## src/rtl/blink_event_scheduler_if.sv

```systemverilog
// blink_event_scheduler_if: control, event and status bundle between the scheduler and the blinker farm
interface blink_event_scheduler_if #(parameter int CNT_W = 4);
  logic start, stop;
  logic [2:0] evt, run_en, grant;
  logic [CNT_W-1:0] total;
  logic done, busy, drop;
  modport master (output start, stop, evt, input run_en, grant, total, done, busy, drop);
  modport slave (input start, stop, evt, output run_en, grant, total, done, busy, drop);
endinterface

```

## src/rtl/blink_event_scheduler.sv

```systemverilog
// blink_event_scheduler: queues blink events per source and counts them round-robin into one shared total
module blink_event_scheduler #(
  parameter int LIMIT = 15,
  parameter int CNT_W = 4,
  parameter int PEND_W = 2
) (
  input logic clk,
  input logic reset,
  blink_event_scheduler_if.slave bus
);
  localparam logic [1:0] S_IDLE = 2'd0, S_RUN = 2'd1, S_DRAIN = 2'd2, S_DONE = 2'd3;
  localparam logic [CNT_W-1:0] LIM = CNT_W'(LIMIT);
  localparam logic [CNT_W-1:0] C1 = CNT_W'(1);
  localparam logic [PEND_W-1:0] PMAX = '1;
  localparam logic [PEND_W-1:0] P1 = PEND_W'(1);
  logic [1:0] state_q, state_d, ptr_q, ptr_d, p1, p2, sel;
  logic [CNT_W-1:0] total_q, total_d;
  logic [PEND_W-1:0] pend_q [3];
  logic [PEND_W-1:0] pend_d [3];
  logic [2:0] grant_q, grant_d, run_en_q, has;
  logic drop_q, drop_d, done_q, busy_q, active, clr;
  assign has = {pend_q[2] != '0, pend_q[1] != '0, pend_q[0] != '0};
  assign p1 = ptr_q == 2'd2 ? 2'd0 : ptr_q + 2'd1;
  assign p2 = p1 == 2'd2 ? 2'd0 : p1 + 2'd1;
  // search order is ptr, ptr+1, ptr+2 (mod 3); sel is only used when some source has pending
  assign sel = has[ptr_q] ? ptr_q : has[p1] ? p1 : p2;
  assign active = state_q == S_RUN || state_q == S_DRAIN;
  assign clr = (state_q == S_IDLE || state_q == S_DONE) && bus.start;
  always_comb begin
    state_d = state_q;
    total_d = total_q;
    pend_d = pend_q;
    ptr_d = ptr_q;
    drop_d = drop_q;
    grant_d = '0;
    if (active && has != '0) begin
      pend_d[sel] = pend_q[sel] - P1;
      total_d = total_q + C1;
      grant_d[sel] = 1'b1;
      ptr_d = sel == 2'd2 ? 2'd0 : sel + 2'd1;
    end
    // an event on the source being granted this edge cancels out, so its pending is left as it was
    if (state_q == S_RUN)
      for (int i = 0; i < 3; i++)
        if (bus.evt[i]) begin
          if (grant_d[i]) pend_d[i] = pend_q[i];
          else if (pend_q[i] == PMAX) drop_d = 1'b1;
          else pend_d[i] = pend_q[i] + P1;
        end
    if (state_q == S_DONE) pend_d = '{default: '0};
    if (clr) begin
      state_d = S_RUN;
      total_d = '0;
      pend_d = '{default: '0};
      drop_d = 1'b0;
    end else if (state_q == S_RUN)
      state_d = total_d == LIM ? S_DONE : bus.stop ? S_DRAIN : S_RUN;
    else if (state_q == S_DRAIN && (total_d == LIM || {pend_d[2], pend_d[1], pend_d[0]} == '0))
      state_d = S_DONE;
  end
  always_ff @(posedge clk or negedge reset)
    if (!reset) begin
      state_q <= S_IDLE;
      total_q <= '0;
      pend_q <= '{default: '0};
      ptr_q <= 2'd0;
      grant_q <= '0;
      drop_q <= 1'b0;
      run_en_q <= '0;
      done_q <= 1'b0;
      busy_q <= 1'b0;
    end else begin
      state_q <= state_d;
      total_q <= total_d;
      pend_q <= pend_d;
      ptr_q <= ptr_d;
      grant_q <= grant_d;
      drop_q <= drop_d;
      run_en_q <= {3{state_d == S_RUN}};
      done_q <= state_d == S_DONE;
      busy_q <= state_d == S_RUN || state_d == S_DRAIN;
    end
  assign bus.run_en = run_en_q;
  assign bus.grant = grant_q;
  assign bus.total = total_q;
  assign bus.done = done_q;
  assign bus.busy = busy_q;
  assign bus.drop = drop_q;
endmodule
```

## src/flat_wrapper.sv

```systemverilog
// flat-port wrapper written by rule: the top's interface ports become plain ports
module blink_event_scheduler_flat 
#(
  parameter int LIMIT = 15,
  parameter int CNT_W = 4,
  parameter int PEND_W = 2
)
  (clk, reset, bus_start, bus_stop, bus_evt, bus_run_en, bus_grant, bus_total, bus_done, bus_busy, bus_drop);
  blink_event_scheduler_if #(.CNT_W(CNT_W)) bus_i ();
  input logic clk;
  input logic reset;
  input wire logic [$bits(bus_i.start)-1:0] bus_start;
  input wire logic [$bits(bus_i.stop)-1:0] bus_stop;
  input wire logic [$bits(bus_i.evt)-1:0] bus_evt;
  output wire logic [$bits(bus_i.run_en)-1:0] bus_run_en;
  output wire logic [$bits(bus_i.grant)-1:0] bus_grant;
  output wire logic [$bits(bus_i.total)-1:0] bus_total;
  output wire logic [$bits(bus_i.done)-1:0] bus_done;
  output wire logic [$bits(bus_i.busy)-1:0] bus_busy;
  output wire logic [$bits(bus_i.drop)-1:0] bus_drop;
  assign bus_i.start = bus_start;
  assign bus_i.stop = bus_stop;
  assign bus_i.evt = bus_evt;
  assign bus_run_en = bus_i.run_en;
  assign bus_grant = bus_i.grant;
  assign bus_total = bus_i.total;
  assign bus_done = bus_i.done;
  assign bus_busy = bus_i.busy;
  assign bus_drop = bus_i.drop;
  blink_event_scheduler #(.LIMIT(LIMIT), .CNT_W(CNT_W), .PEND_W(PEND_W)) u_core (.clk(clk), .reset(reset), .bus(bus_i));
endmodule
```

## config.mk

```make
export PLATFORM = sky130hd
export DESIGN_NAME = blink_event_scheduler_flat
export DESIGN_NICKNAME = d
export VERILOG_FILES = /design/src/rtl/blink_event_scheduler_if.sv /design/src/rtl/blink_event_scheduler.sv /design/src/flat_wrapper.sv
export SDC_FILE = /design/constraint.sdc
export NUM_CORES = 1
export LEC_CHECK = 0
export BUFFER_PORTS_ARGS = -buffer_cell sky130_fd_sc_hd__buf_2
export CORE_ASPECT_RATIO = 1.75
export CORE_UTILIZATION = 58
export DETAILED_ROUTE_END_ITERATION = 12
export MAX_ROUTING_LAYER = met4
export PLACE_DENSITY = 0.84
export SLEW_MARGIN = 20
export SYNTH_ARGS = -nofsm -noshare
export SYNTH_HDL_FRONTEND = slang
export SYNTH_SLANG_ARGS = --single-unit
```

## constraint.sdc

```tcl
create_clock -name clk -period 3.25 [get_ports clk]
set_input_delay 0.325 -clock clk [delete_from_list [all_inputs] [get_ports clk]]
set_output_delay 0.325 -clock clk [all_outputs]
set_load 0.03 [all_outputs]
```

==> reports/qor.csv <==
stage,metric,value,unit
routing,via_count,1533,
synth,synth_cells,188,
placement,dp_hpwl,3120,µm
global_route,track_usage,28.4,%
timing,setup_viol,0,
synth,synth_seq_cells,21,
hold_path,hp-class,input pin to async pin,
clock_network,cts_htree_levels,1,
cells_and_area,area_delta_synth_final,12.4,%
timing,finClkSkew,0.00253,ns
critical_path,crit_fanout,9,
synth,avgSynthCellArea,8.92,µm²
critical_path,timing.rr.end,u_core.bus.busy$_DFF_PN0_,
synth,async_flop_share,100,%
die,die_x,42.7,µm
timing,post-route-period-util,96.5,%
timing,holdWs,0.0181,ns
critical_path,endpoint_kind,register,
die,fp.dieH,73.2,µm
synth,synth_edf_count,0,
critical_path,cp_data_required_time,3.41,ns
die,dieArea,3120,µm²
routing,routed_via_density,6.52,
cells_and_area,final_area,1890,µm²
die,ios,20,
routing,drt_pass1_iterations,4,
synth,synth_most_common_cell,dfrtp_1,
die,core-area,2720,µm²
timing,fin_tns_setup,0,ns
routing,wl_per_cell,17.5,µm
critical_path,rrSetupSlack,0.11,ns
global_route,gr-total-overflow,0,
timing,fmax,319,MHz
cells_and_area,utilization,69.3,%
placement,numPortBuffers,19,
synth,synth_fp_nets,206,
clock_network,cts_buffers,3,
clock_network,clk_pin_slew,0.08,ns
global_route,grt_antenna_before_repair,0,
synth,ys.flop_type,dfrtp_1,
synth,synth_top_area_cell,dfrtp_1,
routing,antenna_left,0,
clock_network,clockRootBuffer,clkbuf_8,
timing,slew_violations,0,
clock_network,cts_buffer_depth,2,
timing,relSlewSlack,62.7,%
clock_network,clk_latency,0.26,ns
cells_and_area,n_antenna_cell,0,
global_route,grt_max_degree,22,
global_route,grt_pass1_wl,6610,µm
critical_path,crit_end,u_core.bus.busy$_DFF_PN0_,
synth,synth_top_area_share,31.3,%
synth,synth_warnings,0,
critical_path,crit_path_start,u_core.pend_q[3]$_DFF_PN0_,
routing,drc,0,
critical_path,worstPathArrival,3.30,ns
cells_and_area,nets,227,
synth,synth.distinct_cells,59,
synth,yosysSeqAreaShare,31.3,%
synth,synth_area,1680,µm²
die,rows,25,
status,status,completed,
clock_network,cts_sinks,21,
placement,gp_congestion,0.980,
clock_network,cts_tree,done,
synth,synth_top_cells_by_area,"dfrtp_1 31%, ha_1 8.2%, nand2_1 4.3%",
global_route,grt_pass1_vias,1559,
timing,min_period,3.14,ns
critical_path,r2r_cells,12,
routing,first_iter_violations,77,
timing,tightest_slew,0.552,ns
synth,synth_common_cells,"21 x dfrtp_1, 19 x nand2_1, 17 x nor2_1",
critical_path,start_kind,register,
cells_and_area,drive_gt1_share,27.4,%
clock_network,cts-hold-fix-buffers,0,
placement,placed_area,1770,µm²
critical_path,rr_startpoint,u_core.pend_q[3]$_DFF_PN0_,
routing,wirelength,4110,µm
timing,hold_viol_final,0,
run,cap_violations,0,
critical_path,critPathKind,register to register,
die,initial_core_util,61.7,%
-- area by class of cell --
cell class                 count  area [µm²]
timing repair buffer          28         163
clock buffer                   4        45.0
multi-input combinational    141        1060
sequential                    21         528
tap                           27        33.8
fill                         214         836
inverter                      14        52.6
-- cell families after synthesis --
family	count (synthesis)	share of synthesized area (%)
XOR/XNOR	6	3.13
AO/OA/AOI/OAI	54	25.7
buffers and inverters	26	8.95
AND/OR/NAND/NOR	66	20.2
flip-flops	21	31.3
adder cells (fa/ha/maj)	11	8.20
multiplexers	4	2.46
-- how the worst min path moves through the flow --
stage	from	end	slack (ns)	cells after the start
3_5_place_dp	reset	u_core.bus.total[3]$_DFF_PN0_	0.31	1
3_3_place_gp	reset	u_core.bus.total[3]$_DFF_PN0_	0.29	1
6_report	reset	u_core.bus.total[3]$_DFF_PN0_	0.02	1
5_1_grt	reset	u_core.pend_q[1]$_DFF_PN0_	0.06	1
4_1_cts	reset	u_core.bus.total[3]$_DFF_PN0_	0.03	1
2_1_floorplan	reset	u_core.bus.busy$_DFF_PN0_	0.03	0
-- stage by stage --
stage | std cells | worst slack [ns]
6_report | 235 | 0.115
5_1_grt | 235 | -0.00501
4_1_cts | 234 | 0.00427
3_5_place_dp | 230 | -0.0949
3_3_place_gp | 230 | 0.0986
2_1_floorplan | 188 | 0.312
-- sequential cells by signal, indices dropped and copies added (netlist names) --
name               cells
u_core.pend_q          6
u_core.bus.total       4
u_core.bus.grant       3
u_core.ptr_q           2
u_core.state_q         2
u_core.bus.busy        1
u_core.bus.done        1
u_core.bus.drop        1
u_core.bus.run_en      1
-- timing repair --
| action | 4_1_cts | 5_1_grt |
|---|---|---|
| resized for setup | 3 | 13 |
| endpoints found under the setup margin | 2 | 2 |
| setup buffers | 0 | 1 |
-- routing by layer --
| metal | global-route usage [%] | routed length, µm | share of wire [%] |
|---|---|---|---|
| met1 | 29.4 | 1500 | 36 |
| met2 | 50.0 | 2220 | 54 |
| met3 | 2.72 | 225 | 5.5 |
| met4 | 17.4 | 163 | 4.0 |
| met5 | - | 0 | 0 |
-- critical path: stages, from the launching register on --
cell and delay, ns:
dfrtp_1 0.43, inv_1 0.09, ha_2 0.29, nor3b_4 0.07, a2111oi_4 0.36, mux2i_1 0.31, mux2i_2 0.31, o41ai_1 0.17
o41ai_4 0.40, nand2_2 0.12, a21o_1 0.18, ha_1 0.27, inv_1 0.04
-- placed cells by master (no fill, tap or decap), types with 3 or more instances in the layout --
| cell | instances |
|---|---|
| nand3_1 | 10 |
| clkbuf_8 | 3 |
| xor2_1 | 3 |
| inv_1 | 13 |
| ha_1 | 7 |
| a211oi_1 | 3 |
| o21ai_0 | 7 |
| nand2_1 | 18 |
| xnor2_1 | 3 |
| nor2_1 | 17 |
| o211ai_1 | 4 |
| nand4b_1 | 3 |
| buf_4 | 9 |
| dfrtp_1 | 19 |
| buf_2 | 19 |
| a21oi_1 | 6 |
| a22oi_1 | 3 |
Power is left out: the tool's default activity adds up to more than one toggle a clock period on the data nets, which glitch-free logic cannot reach.
